===== src/rtl/uart_result_tx.sv =====
`default_nettype none
// ============================================================================
// Module   : uart_result_tx
// Summary  : Byte FIFO feeding an 8N1 UART transmitter with back-to-back frames.
// Revision : 1.0 - initial release
// ============================================================================
module uart_result_tx #(
   parameter int CLKS_PER_BIT = 868,
   parameter int FIFO_DEPTH   = 16
) (
   input  logic                          clk,
   input  logic                          rst,
   input  logic                          enb,
   input  logic [7:0]                    in_data,
   input  logic                          in_valid,
   output logic                          in_ready,
   output logic                          tx_data,
   output logic                          busy,
   output logic [$clog2(FIFO_DEPTH):0]   fifo_count
);

   localparam int                c_AW        = $clog2(FIFO_DEPTH);
   localparam int                c_BW        = $clog2(CLKS_PER_BIT);
   localparam logic [c_BW-1:0]   c_BAUD_LAST = c_BW'(CLKS_PER_BIT - 1);
   localparam logic [c_AW:0]     c_FULL      = (c_AW + 1)'(FIFO_DEPTH);

   typedef enum logic [1:0] {
      ST_IDLE  = 2'd0,
      ST_START = 2'd1,
      ST_DATA  = 2'd2,
      ST_STOP  = 2'd3
   } state_t;

   logic [7:0]      r_mem [FIFO_DEPTH];
   logic [c_AW-1:0] r_wr_ptr;
   logic [c_AW-1:0] r_rd_ptr;
   logic [c_AW:0]   r_count;
   logic            w_push;
   logic            w_pop;

   state_t          r_state;
   state_t          w_state_nxt;
   logic [c_BW-1:0] r_baud;
   logic [c_BW-1:0] w_baud_nxt;
   logic [2:0]      r_bit_idx;
   logic [2:0]      w_idx_nxt;
   logic [7:0]      r_shift;
   logic [7:0]      w_shift_nxt;
   logic            r_tx;
   logic            w_tx_nxt;
   logic            r_busy;
   logic            w_baud_last;
   logic            w_can_start;

   assign in_ready    = (r_count < c_FULL) && !rst;
   assign w_push      = in_valid && in_ready;
   assign fifo_count  = r_count;
   assign tx_data     = r_tx;
   assign busy        = r_busy;
   assign w_baud_last = (r_baud == c_BAUD_LAST);
   assign w_can_start = enb && (r_count != '0);

   // Storage has no reset; w_push is already suppressed while rst is high.
   always_ff @(posedge clk) begin
      if (w_push) begin
         r_mem[r_wr_ptr] <= in_data;
      end
   end

   always_ff @(posedge clk) begin
      if (rst) begin
         r_wr_ptr <= '0;
         r_rd_ptr <= '0;
         r_count  <= '0;
      end else begin
         if (w_push) r_wr_ptr <= r_wr_ptr + 1'b1;
         if (w_pop)  r_rd_ptr <= r_rd_ptr + 1'b1;
         case ({w_push, w_pop})
            2'b10:   r_count <= r_count + 1'b1;
            2'b01:   r_count <= r_count - 1'b1;
            default: r_count <= r_count;
         endcase
      end
   end

   always_ff @(posedge clk) begin
      if (rst) begin
         r_state   <= ST_IDLE;
         r_baud    <= '0;
         r_bit_idx <= '0;
         r_shift   <= '0;
         r_tx      <= 1'b1;
         r_busy    <= 1'b0;
      end else begin
         r_state   <= w_state_nxt;
         r_baud    <= w_baud_nxt;
         r_bit_idx <= w_idx_nxt;
         r_shift   <= w_shift_nxt;
         r_tx      <= w_tx_nxt;
         r_busy    <= (w_state_nxt != ST_IDLE);
      end
   end

   // tx is computed one cycle ahead so the line itself comes straight from a flop.
   always_comb begin
      w_state_nxt = r_state;
      w_baud_nxt  = r_baud;
      w_idx_nxt   = r_bit_idx;
      w_shift_nxt = r_shift;
      w_tx_nxt    = r_tx;
      w_pop       = 1'b0;
      case (r_state)
         ST_IDLE: begin
            w_tx_nxt = 1'b1;
            if (w_can_start) begin
               w_pop       = 1'b1;
               w_shift_nxt = r_mem[r_rd_ptr];
               w_baud_nxt  = '0;
               w_idx_nxt   = '0;
               w_tx_nxt    = 1'b0;
               w_state_nxt = ST_START;
            end
         end
         ST_START: begin
            if (w_baud_last) begin
               w_baud_nxt  = '0;
               w_tx_nxt    = r_shift[0];
               w_state_nxt = ST_DATA;
            end else begin
               w_baud_nxt = r_baud + 1'b1;
            end
         end
         ST_DATA: begin
            if (w_baud_last) begin
               w_baud_nxt = '0;
               if (r_bit_idx == 3'd7) begin
                  w_tx_nxt    = 1'b1;
                  w_state_nxt = ST_STOP;
               end else begin
                  w_idx_nxt   = r_bit_idx + 3'd1;
                  w_shift_nxt = {1'b0, r_shift[7:1]};
                  w_tx_nxt    = r_shift[1];
               end
            end else begin
               w_baud_nxt = r_baud + 1'b1;
            end
         end
         ST_STOP: begin
            if (w_baud_last) begin
               w_baud_nxt = '0;
               if (w_can_start) begin
                  w_pop       = 1'b1;
                  w_shift_nxt = r_mem[r_rd_ptr];
                  w_idx_nxt   = '0;
                  w_tx_nxt    = 1'b0;
                  w_state_nxt = ST_START;
               end else begin
                  w_tx_nxt    = 1'b1;
                  w_state_nxt = ST_IDLE;
               end
            end else begin
               w_baud_nxt = r_baud + 1'b1;
            end
         end
         default: begin
            w_tx_nxt    = 1'b1;
            w_state_nxt = ST_IDLE;
         end
      endcase
   end

endmodule
`default_nettype wire


===== config.mk =====
export PLATFORM = sky130hd
export DESIGN_NAME = uart_result_tx
export DESIGN_NICKNAME = d
export VERILOG_FILES = /design/src/rtl/uart_result_tx.sv
export SDC_FILE = /design/constraint.sdc
export NUM_CORES = 1
export LEC_CHECK = 0
export CAP_MARGIN = 25
export CORE_UTILIZATION = 55
export DETAILED_ROUTE_END_ITERATION = 8
export PLACE_DENSITY_LB_ADDON = 0.2
export SYNTH_ARGS = -nofsm -noshare
export SYNTH_HDL_FRONTEND = slang
export SYNTH_SLANG_ARGS = --single-unit
export TNS_END_PERCENT = 5

===== constraint.sdc =====
create_clock -name clk -period 8.8 [get_ports clk]
set_clock_uncertainty 0.2 [all_clocks]
set_input_delay 1.76 -clock clk [delete_from_list [all_inputs] [get_ports clk]]
set_output_delay 1.76 -clock clk [all_outputs]
set_load 0.05 [all_outputs]

==> reports/metrics.cfg <==
[final_layout]
seqCellArea_um2 = 4680
nets = 537
final_common_cell = edfxtp_1
fill_cells = 918
areaGrowthSynthToFinish_pct = 11.8
final_cell_count_no_fill = 694
antenna_cells = 0
multi_input_area_um2 = 2490
layout_common_cells = edfxtp_1 (128), nor2_1 (54), dfxtp_1 (42)
drive_gt1_share_pct = 16.9

[global_routing]
grt.busiest_layer = met2
first_global_vias = 4133
grt.overflow.total = 0
grt_pass1_wl_um = 22600
grt_max_degree = 53
gr-usage-all-layers_pct = 21.9
grt_use_met1_pct = 28.2
antenna_found_initial = 0
grt_use_met2_pct = 36.5
grt_use_met3_pct = 5.33

[worst_setup_path]
end_kind = output port
arrival_ns = 3.33
required_ns = 6.84
crit_type = in -> out
start_kind = input pin
path_max_fanout = 52

[clocking]
post_cts_resized = 0
htreeDepth = 4
clk_latency_ns = 0.44
clk_pin_slew_ns = 0.06
ctsHoldBuffers = 0
postCtsSetupRepairBufs = 0
numCtsBuffers = 17
numClockSinks = 170
cts_tree = yes
clk_path_buf_depth = 2
cts_root_buf = clkbuf_16

[power_and_ir_drop]
powerDensity_nw_per_um2 = 267
total_power_uw = 2210
leakage_uw = 0.00268
ir_drop_mv = 0.178

[drt]
drt_iter0_markers = 409
first_pass_iters = 5
num_vias = 4161
viasPerCell = 6.00
post_drt_wl_per_cell_um = 20.1
drt-total-wl_um = 14000
route.detailed.drc = 0
postRouteAntennaNets = 0

[placed_design]
port_buffers = 19
dp_slack_ns = 3.50
dp_hpwl_um = 8880
place.gp.congestion = 0.813
dp.cells = 662

[yosys]
synth_edf_count = 128
ys_types = 64
synthFlopType = edfxtp_1
ys.warnings.count = 0
syn_nets = 521
synthCells = 493
synth_area_um2 = 7380
synthArstFlopShare_pct = 0
ys_seq_elements = 170
yosysSeqAreaShare_pct = 63.4
avgSynthCellArea_um2 = 15.0

[floorplan]
initial_utilization_pct = 57.4
rows = 41
die_h_um = 118
dieArea_um2 = 13900
coreArea_um2 = 12900
die_w_um = 118
ios = 20

[worst_hold_path]
min_path_type = reg -> reg

[sta]
timing.final.crit_share_pct = 60.1
tns_ns = 0
slew_headroom_pct = 30.9
fmaxAchievable_mhz = 189
final-hold-violation-count = 0
drv_slew = 0
rsz0062_at_grt = false
worst_slack_ns = 3.51
min_period_ns = 5.29
tightestPinTransition_ns = 1.03
finalSetupViolCount = 0

[outcome]
outcome = completed

[job]
maxCapViolCount = 0

[where the power goes]
| part | internal, µW | total, µW | switching, µW |
|---|---|---|---|
| clock network | 424 | 745 | 321 |
| registers | 910 | 951 | 41.1 |
| logic | 223 | 510 | 287 |
| total | 1560 | 2210 | 649 |
[metrics by stage]
step                cell area, µm²  hold slack [ns]  utilization [%]
finish                        8260            0.268             64.1
global route                  8260            0.279             64.1
CTS                           8260            0.269             64.1
detailed placement            7670            0.260             59.5
global placement              7650            0.256             59.5
floorplan                     7380            0.243                -
[routing by layer]
metal / share of wire [%] / routed length (µm)
met1: 44 / 6150
met5: 0 / 0
met3: 3.1 / 431
met2: 52 / 7310
met4: 0.62 / 87
[synthesized netlist by cell type, types with 6 or more instances]
cell type	n	area [µm²]
edfxtp_1	128	3840
nor2_1	54	203
dfxtp_1	42	841
mux4_2	33	743
nand2_1	22	82.6
clkbuf_1	16	60.1
ha_1	16	200
mux2i_1	13	130
o21ai_0	11	55.1
a21oi_1	10	50.1
a211o_1	8	70.1
nor3_1	8	40.0
a211oi_1	7	52.6
a311oi_2	7	105
inv_1	7	26.3
nor2b_1	7	43.8
nand3_1	6	30.0
nand3b_1	6	45.0
[cell type report]
| type | count | share of cell area [%] |
|---|---|---|
| flip-flops and latches | 170 | 56.7 |
| well taps | 172 | 2.61 |
| repair buffers | 27 | 3.02 |
| clock inverters | 15 | 2.00 |
| clock buffers | 17 | 5.15 |
| multi-input cells | 286 | 30.2 |
| inverters | 7 | 0.318 |
[cells by family (layout without fill, tap and decap cells)]
logic type | count (synthesis) | count (layout) | share of synthesized area, %
adder cells (fa/ha/maj) | 16 | 16 | 2.71
multiplexers | 46 | 46 | 11.8
buffers and inverters | 37 | 66 | 2.83
AO/OA/AOI/OAI | 75 | 75 | 8.32
flip-flops | 170 | 170 | 63.4
XOR/XNOR | 9 | 9 | 1.07
AND/OR/NAND/NOR | 140 | 140 | 9.81
[registers in the layout, indices dropped and copies added (netlist names), named ones only]
register    flops
r_shift         8
r_baud         10
r_state         2
r_bit_idx       3
busy            1
r_mem         128
fifo_count      5
r_rd_ptr        4
tx_data         1
r_wr_ptr        4
[worst paths after layout]
check,from,cells after the start,endpoint,slack [ns]
worst min-delay path,tx_data,1,tx_data,0.27
worst max register to register,r_baud[0],12,fifo_count[4],4.85
worst max-delay path,rst,3,in_ready,3.51
worst min register to register,tx_data,1,tx_data,0.27
[critical path, stage by stage]
cell             delay (ns)
buf_2                  0.73
nor2_1                 0.09
clkdlybuf4s50_1        0.74
No activity file was read; power rests on OpenSTA's default activity.
==> edit 1: new RTL, same settings <==
The 4 states of `state_t` get a Gray code encoding in 2 bits.
--- a/src/rtl/uart_result_tx.sv
+++ b/src/rtl/uart_result_tx.sv
@@ -25,10 +25,10 @@
    localparam logic [c_AW:0]     c_FULL      = (c_AW + 1)'(FIFO_DEPTH);
 
    typedef enum logic [1:0] {
-      ST_IDLE  = 2'd0,
-      ST_START = 2'd1,
-      ST_DATA  = 2'd2,
-      ST_STOP  = 2'd3
+      ST_IDLE  = 2'b00,
+      ST_START = 2'b01,
+      ST_DATA  = 2'b11,
+      ST_STOP  = 2'b10
    } state_t;
 
    logic [7:0]      r_mem [FIFO_DEPTH];
Formal check against the unedited RTL: no difference found for any inputs over 10 cycles, from zero or initial values and one cycle with rst high; not proved beyond that.
==> edit 1 against the unedited design <==
- non-clock buffer count is 1 lower
- worst setup slack worse by 59 ps
- via count down 2.0%
- die area decreased by 4.2%
- first-iteration DRC count fell by 5.9%
- power fell by 3.0%
- sequential cell count unchanged
- clock power increased by 0.9%
- synthesized area down 4.3%
- design area is 2.9% lower
- synthesized cell count shrank 4.5%
- largest cell class unchanged
- utilization decreased by 0.36 points
- wire length is 2.1% lower
- combinational power shrank 14%
- highest routed layer unchanged
==> edit 1: results (changes against the unedited design) <==
Outcome
  – Status: complete, no violations

Drt
  – Drt pass-1 iters: 4 (-1)
  – 1st-iter DRT viols: 385 (-5.9%)
  – Post-detailed-routing wire length: 13.7 mm (-2.1%)
  – Met3 wire len: 759 um (+76%)
  – WL met2: 6.90 mm (-5.5%)
  – DR vias: 4079 (-2.0%)
  – Wl on met1: 5.78 mm (-5.9%)

Power
  – Logic pwr share: 0.205 (-0.026)
  – Clk pwr share: 0.352 (+0.014)
  – Peak supply drop: 0.177 mV (-0.74%)
  – PwrDens: 267 nW/um^2 (about the same)
  – P_leak: 0.00256 uW (-4.6%)
  – Switch share: 0.293 (-0.000974)

STA
  – Max Clk Rate: 0.187 GHz (-1.1%)
  – Worst hold slack: 266 ps (-1.31 ps)
  – Worst slew margin relative to its limit: 0.274 (-0.0346)

Place
  – Setup WS pre-CTS: 3450 ps (-47.0 ps)
  – Post-Place Cells: 643 (-2.9%)
  – Placement Cell Area: 7400 um^2 (-3.4%)
  – Placer Congestion: 0.789 (-3.0%)
  – Detailed-placement wirelength estimate: 8.29 mm (-6.6%)

Global route
  – Met2 GRT Util: 0.370 (+0.00575)
  – Met1 track demand over resource: 0.290 (+0.00797)
  – First-pass GRT wire length: 21.6 mm (-4.1%)
  – Vias in the first global route: 3989 (-3.5%)
  – Total track usage: 0.229 (+0.0105)
  – Met3 GRT Util: 0.0675 (+0.0142)
  – Largest net degree at the start of global routing: 38 (-28%)

Setup path
  – CP top delay family: buffers and inverters
  – R2r worst-path depth: 10 (-2)
  – Critical Path Max Stage Delay: 810 ps (+70 ps)
  – Worst Path Arrival: 3380 ps (+50 ps)
  – R2R setup slack: 5390 ps (+540 ps)
  – Critical Path Start: rst
  – RR Endpoint: fifo_count[4]
  – CP max FO: 37 (-29%)

Final layout
  – Ratio of cells with drive above 1 in the final layout: 0.161 (-0.00787)
  – Fin cells: 676 (-2.6%)
  – Max reg flops: 128 (unchanged)
  – ANT cells: 0 (unchanged)
  – Post-layout nets: 514 (-4.3%)

Clock tree
  – H-Tree Depth: 4 (unchanged)
  – Clock Path Buffers: 2 (unchanged)

Synthesis
  – Post-Syn Nets: 494 (-5.2%)
  – EDFF count, synth: 128 (unchanged)
  – Post-synthesis instance total: 471 (-4.5%)
  – Count of cell types in the netlist: 55 (-14%)
  – Main area contributors after synthesis: edfxtp_1, dfxtp_1, mux4_2
  – Seq/Total Area, Yosys: 0.663 (+0.0286)
  – Yosys warns: 0 (unchanged)
  – Most frequent cells after synthesis: edfxtp_1, nor2_1, dfxtp_1, mux4_2, a21oi_1

Hold path
  – Worst hold stages: 2 (+1)
  – Hold endpoint: r_bit_idx[1]
  – Startpoint of the worst hold path: r_bit_idx[1]
## edit 1: layout make-up
cell class	count	area, um^2
Sequential cell	170	4690
Multi-Input combinational cell	270	2250
Clock buffer	18	429
Tap cell	172	215
Clock inverter	14	160
Inverter	6	22.5
Fill cell	902	4550
Timing Repair Buffer	26	255
## edit 1: cell families (layout without fill, tap and decap cells)
logic type | count (synthesis) | count (layout) | share of synthesized area
buffers and inverters | 31 | 64 | 0.0191
AND/OR/NAND/NOR | 123 | 123 | 0.0896
flip-flops | 170 | 170 | 0.663
multiplexers | 43 | 43 | 0.118
AO/OA/AOI/OAI | 82 | 82 | 0.0776
XOR/XNOR | 11 | 11 | 0.0136
adder cells (fa/ha/maj) | 11 | 11 | 0.0195
## edit 1: worst min-delay path, delay by kind of cell, from the launching register on
family,cells,cell delay [ps]
AO/OA/AOI/OAI,1,50
flip-flops,1,310
AND/OR/NAND/NOR,1,60
==> edit 2: new RTL, config.mk and constraints unchanged <==
Made on the original files. Change the parameter `FIFO_DEPTH` from 16 to 8.
--- a/src/rtl/uart_result_tx.sv
+++ b/src/rtl/uart_result_tx.sv
@@ -6,7 +6,7 @@
 // ============================================================================
 module uart_result_tx #(
    parameter int CLKS_PER_BIT = 868,
-   parameter int FIFO_DEPTH   = 16
+   parameter int FIFO_DEPTH   = 8
 ) (
    input  logic                          clk,
    input  logic                          rst,
Ports: changed (resized fifo_count); port bits go from 20 to 19. No check against the original RTL was run, so the function may have changed too.
==> edit 2 against the unedited design <==
- sequential share of layout area shrank 2.1 points
- clock power decreased by 64%
- worst setup slack worse by 49 ps
- sequential cell count shrank 68
- design area fell by 41%
- wire length shrank 42%
- die area shrank 39%
- synthesized area down 39%
- largest power group unchanged
- sequential power is 39% lower
- power fell by 46%
==> edit 2: results (changes against the unedited design) <==
Outcome
  – Status: complete, no violations

Place
  – Setup WS pre-CTS: 3470 ps (-27.1 ps)

Final layout
  – Area Growth Syn to Fin: 9.49%
  – Post-layout nets: 400 (-26%)
  – # fillers: 599 (-35%)
  – Biggest regs: r_mem x64, r_baud x10, r_shift x8
  – Fraction of area in multi-input gates: 0.344 (+0.0424)
  – Sequential share of cell area: 0.547 (-0.0208)
  – Inverters: 5 (-2)
  – Signal buf overhead: 0.0428 (+0.0127)

Global route
  – Met3 GRT Util: 0.0498 (-0.00354)
  – Met2 GRT Util: 0.348 (-0.0164)
  – Total track usage: 0.207 (-0.0113)

Drt
  – 1st-iter DRT viols: 158 (-61%)
  – Drt pass-1 iters: 4 (-1)
  – Via density: 5.87 (-2.0%)
  – Post-detailed-routing wire length: 8.13 mm (-42%)
  – Met3 wire len: 310 um (-28%)

Floorplan
  – DIE WIDTH: 92.3 um (-22%)

Clock tree
  – H-Tree Depth: 3 (-1)

Synthesis
  – Seq/Total Area, Yosys: 0.598 (-0.0360)
  – Post-Syn Nets: 383 (-26%)
  – Most frequent cells after synthesis: edfxtp_1, dfxtp_1, nor2_1, a2111oi_0, a21oi_1
  – Main area contributors after synthesis: edfxtp_1, dfxtp_1, a2111oi_0
  – Synth Area in Compound Gates: 0.136 (+0.0524)
  – Post-synthesis instance total: 358 (-27%)

Setup path
  – CP max FO: 32 (-38%)

Power
  – P_leak: 0.00163 uW (-39%)
-- edit 2: changes by cell type after synthesis, moves of 7 or more --
cell,before,now
nor3_1,8,16
mux2_2,0,13
a211o_1,8,1
nor2_1,54,30
clkbuf_1,16,7
edfxtp_1,128,64
a2111oi_0,0,20
mux4_2,33,2
nand2_1,22,15
a311oi_2,7,0
a21oi_1,10,19
-- edit 2: worst paths after layout --
check	start	endpoint	slack, ps	cells after the start
max	rst	in_ready	3470	4
min	r_baud[9]	r_baud[9]	290	1
max reg2reg	r_baud[0]	fifo_count[2]	5690	11
min reg2reg	r_baud[9]	r_baud[9]	290	1
-- edit 2: power groups by stage --
stage                     Clock, uW  Sequential, uW  Combinational [uW]
after CTS                       274             578                 351
final                           268             578                 351
after global routing            295             584                 390
after detailed placement          0             588                 350
after floorplan                   0             613                 249
after global placement            0             587                 342
-- edit 2: worst max-delay path: stages --
cell             delay, ps
clkdlybuf4s50_1        400
buf_4                  240
nor2_1                 150
clkdlybuf4s50_1        810
